`config.mk`:
```
export PLATFORM = sky130hd
export DESIGN_NAME = gray_tp_sequencer_flat
export DESIGN_NICKNAME = d
export VERILOG_FILES = /design/src/rtl/gray_tp_sequencer_if.sv /design/src/rtl/gray_tp_sequencer.sv /design/src/flat_wrapper.sv
export SDC_FILE = /design/constraint.sdc
export NUM_CORES = 1
export LEC_CHECK = 0
export CAP_MARGIN = 5
export CELL_PAD_IN_SITES_DETAIL_PLACEMENT = 0
export CELL_PAD_IN_SITES_GLOBAL_PLACEMENT = 2
export CORE_MARGIN = 4
export CORE_UTILIZATION = 26
export DETAILED_ROUTE_END_ITERATION = 8
export PLACE_DENSITY_LB_ADDON = 0.15
export SYNTH_ARGS = -nofsm -noshare
export SYNTH_HDL_FRONTEND = slang
export SYNTH_SLANG_ARGS = --single-unit
```
`constraint.sdc`:
```
create_clock -name clk -period 1.35 [get_ports clk]
set_clock_uncertainty 0.05 [all_clocks]
set_input_delay 0.2025 -clock clk [delete_from_list [all_inputs] [get_ports clk]]
set_output_delay 0.2025 -clock clk [all_outputs]
set_load 0.01 [all_outputs]
```
`src/rtl/gray_tp_sequencer_if.sv`:
```
// Handshake bundle between a TP-path controller and the Gray-code sequencer.
// The controller (master) issues start/hold/abort; the sequencer (slave) returns the code stream.
interface gray_tp_sequencer_if #(
    parameter int GC_LEN = 2
);
    logic              in_start;
    logic              in_hold;
    logic              in_abort;
    logic [GC_LEN-1:0] out_GC;
    logic              out_GC_valid;
    logic              out_first;
    logic              out_last;
    logic              out_busy;
    logic              out_done;

    modport master (
        output in_start, in_hold, in_abort,
        input  out_GC, out_GC_valid, out_first, out_last, out_busy, out_done
    );

    modport slave (
        input  in_start, in_hold, in_abort,
        output out_GC, out_GC_valid, out_first, out_last, out_busy, out_done
    );
endinterface

```
`src/rtl/gray_tp_sequencer.sv`:
```
// Walks all 2^GC_LEN reflected-Gray codes once per start, feeding the Gray-to-difference
// decoder of the BCH test-pattern path; supports stall, abort, first/last flags and a done pulse.
module gray_tp_sequencer #(
    parameter int GC_LEN  = 2,
    parameter int CNT_LEN = GC_LEN + 1
) (
    input logic               clk,
    input logic               rst_n,
    gray_tp_sequencer_if.slave bus
);

    typedef enum logic [1:0] {
        S_IDLE,
        S_RUN,
        S_DONE
    } state_t;

    localparam logic [CNT_LEN-1:0] LAST_BIN = CNT_LEN'((1 << GC_LEN) - 1);

    state_t             state;
    logic [CNT_LEN-1:0] bin;
    logic [CNT_LEN-1:0] bin_inc;

    assign bin_inc = bin + CNT_LEN'(1);

    function automatic logic [GC_LEN-1:0] to_gray(input logic [CNT_LEN-1:0] b);
        logic [GC_LEN-1:0] low;
        low = b[GC_LEN-1:0];
        return low ^ (low >> 1);
    endfunction

    // NOTE: every state bit and output here is a flop with an asynchronous clear, written with
    // non-blocking assignments so all of them update together from the pre-edge values.
    always_ff @(posedge clk or negedge rst_n) begin
        if (!rst_n) begin
            state            <= S_IDLE;
            bin              <= '0;
            bus.out_GC       <= '0;
            bus.out_GC_valid <= 1'b0;
            bus.out_first    <= 1'b0;
            bus.out_last     <= 1'b0;
            bus.out_busy     <= 1'b0;
            bus.out_done     <= 1'b0;
        end else if (bus.in_abort) begin
            // Abort silently drops the sequence: no done pulse.
            state            <= S_IDLE;
            bin              <= '0;
            bus.out_GC       <= '0;
            bus.out_GC_valid <= 1'b0;
            bus.out_first    <= 1'b0;
            bus.out_last     <= 1'b0;
            bus.out_busy     <= 1'b0;
            bus.out_done     <= 1'b0;
        end else begin
            case (state)
                S_IDLE: begin
                    bus.out_GC   <= '0;
                    bus.out_done <= 1'b0;
                    if (bus.in_start) begin
                        state            <= S_RUN;
                        bin              <= '0;
                        bus.out_GC_valid <= 1'b1;
                        bus.out_first    <= 1'b1;
                        bus.out_last     <= (LAST_BIN == '0);
                        bus.out_busy     <= 1'b1;
                    end else begin
                        bus.out_GC_valid <= 1'b0;
                        bus.out_first    <= 1'b0;
                        bus.out_last     <= 1'b0;
                        bus.out_busy     <= 1'b0;
                    end
                end

                S_RUN: begin
                    // Valid is always high in RUN, so a code is accepted whenever hold is low.
                    if (!bus.in_hold) begin
                        if (bin == LAST_BIN) begin
                            state            <= S_DONE;
                            bus.out_GC       <= '0;
                            bus.out_GC_valid <= 1'b0;
                            bus.out_first    <= 1'b0;
                            bus.out_last     <= 1'b0;
                            bus.out_done     <= 1'b1;
                        end else begin
                            bin           <= bin_inc;
                            bus.out_GC    <= to_gray(bin_inc);
                            bus.out_first <= 1'b0;
                            bus.out_last  <= (bin_inc == LAST_BIN);
                        end
                    end
                end

                S_DONE: begin
                    state            <= S_IDLE;
                    bin              <= '0;
                    bus.out_GC       <= '0;
                    bus.out_GC_valid <= 1'b0;
                    bus.out_first    <= 1'b0;
                    bus.out_last     <= 1'b0;
                    bus.out_busy     <= 1'b0;
                    bus.out_done     <= 1'b0;
                end

                default: begin
                    state            <= S_IDLE;
                    bin              <= '0;
                    bus.out_GC       <= '0;
                    bus.out_GC_valid <= 1'b0;
                    bus.out_first    <= 1'b0;
                    bus.out_last     <= 1'b0;
                    bus.out_busy     <= 1'b0;
                    bus.out_done     <= 1'b0;
                end
            endcase
        end
    end

    // The wrap-detect bit must never set: the counter stops at the last code.
    a_bin_in_range: assert property (@(posedge clk) disable iff (!rst_n)
        (!bin[CNT_LEN-1] && (bin <= LAST_BIN)));

endmodule

```
`src/flat_wrapper.sv`:
```
// flat-port wrapper written by rule: the top's interface ports become plain ports
module gray_tp_sequencer_flat 
#(
    parameter int GC_LEN  = 2,
    parameter int CNT_LEN = GC_LEN + 1
)
  (clk, rst_n, bus_in_start, bus_in_hold, bus_in_abort, bus_out_GC, bus_out_GC_valid, bus_out_first, bus_out_last, bus_out_busy, bus_out_done);
  gray_tp_sequencer_if #(.GC_LEN(GC_LEN)) bus_i ();
  input logic clk;
  input logic rst_n;
  input wire logic [$bits(bus_i.in_start)-1:0] bus_in_start;
  input wire logic [$bits(bus_i.in_hold)-1:0] bus_in_hold;
  input wire logic [$bits(bus_i.in_abort)-1:0] bus_in_abort;
  output wire logic [$bits(bus_i.out_GC)-1:0] bus_out_GC;
  output wire logic [$bits(bus_i.out_GC_valid)-1:0] bus_out_GC_valid;
  output wire logic [$bits(bus_i.out_first)-1:0] bus_out_first;
  output wire logic [$bits(bus_i.out_last)-1:0] bus_out_last;
  output wire logic [$bits(bus_i.out_busy)-1:0] bus_out_busy;
  output wire logic [$bits(bus_i.out_done)-1:0] bus_out_done;
  assign bus_i.in_start = bus_in_start;
  assign bus_i.in_hold = bus_in_hold;
  assign bus_i.in_abort = bus_in_abort;
  assign bus_out_GC = bus_i.out_GC;
  assign bus_out_GC_valid = bus_i.out_GC_valid;
  assign bus_out_first = bus_i.out_first;
  assign bus_out_last = bus_i.out_last;
  assign bus_out_busy = bus_i.out_busy;
  assign bus_out_done = bus_i.out_done;
  gray_tp_sequencer #(.GC_LEN(GC_LEN), .CNT_LEN(CNT_LEN)) u_core (.clk(clk), .rst_n(rst_n), .bus(bus_i));
endmodule
```
# == Yosys cells after proc, flatten, opt, wreduce, memory -nomap -nowiden ==
# Index checks and enable logic that the tools add are counted.
# totals
regBits,12
inputBits,5
output_inout_bits,7
wordCells,54
# classes
add_sub_neg,1
n_eq_ne,8
mux,32
n_bitwise,1
reduce_logical,4
# op_table
op,n
2-bit two-way mux,8
1-bit two-way mux,15
3-bit two-way mux,4
3-bit inequality test (second input constant),3
3-bit by 2-bit == test with 1-bit output (second input constant),2
1-bit one-hot mux with 2 select lines,3
3-bit one-hot mux with 2 select lines,1
3-bit AND reduction,2
2-bit one-hot mux with 2 select lines,1
3-bit by 1-bit adder with 3-bit output (second input constant),1
3-bit by 2-bit inequality test with 1-bit output (second input constant),1
2-bit by 1-bit == test with 1-bit output (second input constant),1
2-bit zero test,1
2-bit inequality test (second input constant),1
2-bit AND reduction,1
2-bit by 1-bit XOR with 2-bit output,1

# == Depth between registers and ports, before layout ==
# depth
word_depth,6
ltp_mapped,5
ltp_nobuf,5

# == Least setup slack after synthesis ==
# OpenSTA, ideal clock, no wires.
# synth_timing
path_kind,register -> register
from,reg u_core.bin[0]
to,reg u_core.bin[0]
setup_ns,0.130
arrival_ns,1.302
slack_ns,-0.132
stages_incl_launch_ff,6
n_path_buf,0
period_less_slack_ns,1.482
cell_sequence,dfrtp_1 ha_1 ha_1 or2_1 a211oi_2 nor3_1
# synth_between
elab_chain_cells,5
elab_cells_between_ends,8
# synth_lines
item,line_no,text
start: declaration,gray_tp_sequencer.sv:21,logic [CNT_LEN-1:0] bin;
start signal: assignment,gray_tp_sequencer.sv:85,bin <= bin_inc;
3-bit by 1-bit adder with 3-bit output,gray_tp_sequencer.sv:24,assign bin_inc = bin + CNT_LEN'(1);
3-bit two-way mux,gray_tp_sequencer.sv:77,if (bin == LAST_BIN) begin
3-bit two-way mux,gray_tp_sequencer.sv:76,if (!bus.in_hold) begin
3-bit one-hot mux with 2 select lines,gray_tp_sequencer.sv:55,case (state)
3-bit two-way mux,gray_tp_sequencer.sv:44,end else if (bus.in_abort) begin
# Parallel ways exist; a longest one is shown, timed or not. The select of a mux whose other input is x is not followed.
# A chain may end at the register's enable or synchronous reset.

# == Worst setup path after layout ==
# layout_timing
from,reg u_core.bin[1]
to,reg u_core.bin[0]
# layout_between
elab_chain_cells,3
# layout_lines
item,line_no
3-bit by 2-bit == test with 1-bit output,gray_tp_sequencer.sv:77
3-bit inequality test (no line),n/a
3-bit AND reduction (no line),n/a
# No other way between the ends.

==> flow_summary.json <==
{
  "antenna_found_initial": 0,
  "netlist_area_um2": 573,
  "hold_slack_ps": 172,
  "power_density_nw_per_um2": 885,
  "hold_viol": 0,
  "relSlewSlack": 0.767,
  "dieArea_um2": 3020,
  "grt_pass1_vias": 545,
  "worstSetupEndpointType": "flop",
  "cap_violations": 0,
  "power_uw": 799,
  "r2r-start": "u_core.bin[1]",
  "drt_iter0_markers": 6,
  "root_buffer": "clkbuf_4",
  "final-seq-area_um2": 300,
  "overflow": 0,
  "wirelength_um": 1390,
  "fmax_ghz": 0.704,
  "yosys_warnings": 0,
  "clkSlewWorstSetupHoldPaths_ps": 80,
  "violations": "setup timing",
  "h-tree-depth": 1,
  "synth_cells": 58,
  "worstPathRequired_ps": 1460,
  "grt_pass1_wl_um": 2500,
  "critical_path_class": "reg2reg",
  "r2r_slack_ps": -70,
  "num_vias": 492,
  "max-clock-path-buffers": 2,
  "synth_cell_types": 23,
  "first_pass_iters": 4,
  "viasPerCell": 4.39,
  "area_growth_pct": 57.6,
  "diodes": 0,
  "dieHeight_um": 54.9,
  "gp_congestion": 0.704,
  "syn_area_per_cell_um2": 9.88,
  "core.rowCount": 16,
  "worstMarginPinSlew_ps": 349,
  "synthesis.nets": 66,
  "min_path_type": "in2async",
  "num-fill-cells": 194,
  "multi_input_area_um2": 302,
  "cts_buffers": 3,
  "layout-drive-gt1-share": 0.353,
  "cts_hold_buffers": 0,
  "layout_setup_ws_ps": -71.1,
  "outcome": "finished with violations",
  "worst_ep_arrival_time_ps": 1530,
  "fp.dieW_um": 54.9,
  "drc": 0,
  "clkSinkCount": 12,
  "start_kind": "flop",
  "leakage_nw": 0.419,
  "ant_nets": 0,
  "wl_per_cell_um": 12.4,
  "worstReg2RegEnd": "u_core.bin[0]",
  "start_util": 0.283,
  "clkLatencyLatePin_ps": 280,
  "grt_max_degree": 13,
  "seq_area_frac_synth": 0.524,
  "rsz0062_at_grt": "true",
  "cts_tree": "done",
  "ys_seq_elements": 12,
  "coreArea_um2": 2020,
  "ir_drop_mv": 0.434,
  "period_needed_ps": 1420,
  "portBuffers": 11,
  "track_usage": 0.124,
  "r2r_cells": 5,
  "fin_nets": 94,
  "setup_viol": 3,
  "critical_path_peak_fanout": 5,
  "dpl.hpwl_um": 921,
  "fin_crit_sh": 1.05,
  "report.final.slew_viol_count": 0,
  "pin_count": 12
}
==> sequential cells by signal, indices dropped and copies added (netlist names) <==
signal                   flops
u_core.bin                   3
u_core.bus.out_GC            2
u_core.bus.out_GC_valid      1
u_core.bus.out_busy          1
u_core.bus.out_done          1
u_core.bus.out_first         1
u_core.bus.out_last          1
u_core.state                 2
==> worst max path at each step <==
stage | from | endpoint
3_3_place_gp | bus_in_hold | u_core.bin[0]
3_5_place_dp | u_core.bin[1] | u_core.bin[0]
4_1_cts | u_core.bin[0] | u_core.bin[0]
2_1_floorplan | u_core.bin[1] | u_core.bin[0]
6_report | u_core.bin[1] | u_core.bin[0]
5_1_grt | u_core.bin[0] | u_core.bin[1]
==> power breakdown <==
group	internal [mW]	switching, mW
registers	0.371	0.00746
clock network	0.164	0.130
logic	0.0646	0.0623
==> through the flow <==
step	area [um2]	setup slack (ps)	std cells	TNS, ps	utilization
after floorplan	588	-45.5	58	-45.5	-
after CTS	886	-81.6	112	-233	0.438
final	903	-71.1	112	-145	0.447
after detailed placement	779	-121	102	-411	0.386
after global routing	903	-134	112	-549	0.447
after global placement	779	-138	102	-696	0.386
==> logic make-up after synthesis <==
group,synth area share
compound gates,0.148
buf+inv,0.0480
fa+ha+maj,0.0655
simple gates,0.199
flops,0.524
xor+xnor,0.0153
==> timing repair <==
action	CTS	global route
cloned	0	0
pin swaps	4	9
setup endpoints to repair	13	8
hold endpoints to repair	0	0
gates resized for setup	15	5
buffers inserted	6	0
==> cells in the mapped netlist <==
| master | count | share of area |
|---|---|---|
| a211oi_1 | 1 | 0.013 |
| a211oi_2 | 1 | 0.022 |
| a21oi_1 | 6 | 0.052 |
| a22oi_1 | 1 | 0.013 |
| a31oi_1 | 1 | 0.011 |
| a32oi_1 | 1 | 0.015 |
| and2b_1 | 1 | 0.013 |
| buf_2 | 1 | 0.0087 |
| buf_6 | 1 | 0.020 |
| clkbuf_1 | 1 | 0.0065 |
| dfrtp_1 | 12 | 0.52 |
| ha_1 | 3 | 0.066 |
| inv_1 | 2 | 0.013 |
| nand2_1 | 4 | 0.026 |
| nand2b_1 | 2 | 0.022 |
| nand3_1 | 3 | 0.026 |
| nand3b_1 | 1 | 0.013 |
| nor2_1 | 9 | 0.059 |
| nor3_1 | 2 | 0.017 |
| o21a_1 | 1 | 0.013 |
| o21ai_0 | 1 | 0.0087 |
| or2_1 | 2 | 0.022 |
| xor2_1 | 1 | 0.015 |
==> final cells by class <==
| cell class | count | share of cell area |
|---|---|---|
| Timing Repair Buffer | 26 | 0.245 |
| Clock buffer | 4 | 0.0402 |
| Multi-Input combinational cell | 41 | 0.334 |
| Tap cell | 27 | 0.0374 |
| Sequential cell | 12 | 0.332 |
| Inverter | 2 | 0.0111 |
==> worst max-delay path, stage by stage (launching register included) <==
cell      delay, ps
dfrtp_1         400
ha_2            200
ha_4            170
or2_4           230
a211oi_2        180
nor3_1           60
==> cell usage in the layout, fill, tap and decap left out, drive strengths merged, types with 3 or more instances in the layout <==
cell type	n
buf	15
dfrtp	12
nor2	9
dlygate4sd2	7
a21oi	6
nand2	4
clkdlybuf4s50	4
clkbuf	4
nand3	3
ha	3
==> per-layer routing <==
metal / part of all wire / vias to the layer above / global-route usage / wire [um]
met2: 0.45 / 12 / 0.177 / 621
met3: 0.040 / 5 / 0.0161 / 56
li1: - / 256 / - / -
met5: 0 / - / 0 / 0
met1: 0.48 / 219 / 0.168 / 659
met4: 0.035 / 0 / 0.0972 / 48
Note: power is estimated with default switching activity, not from simulation.
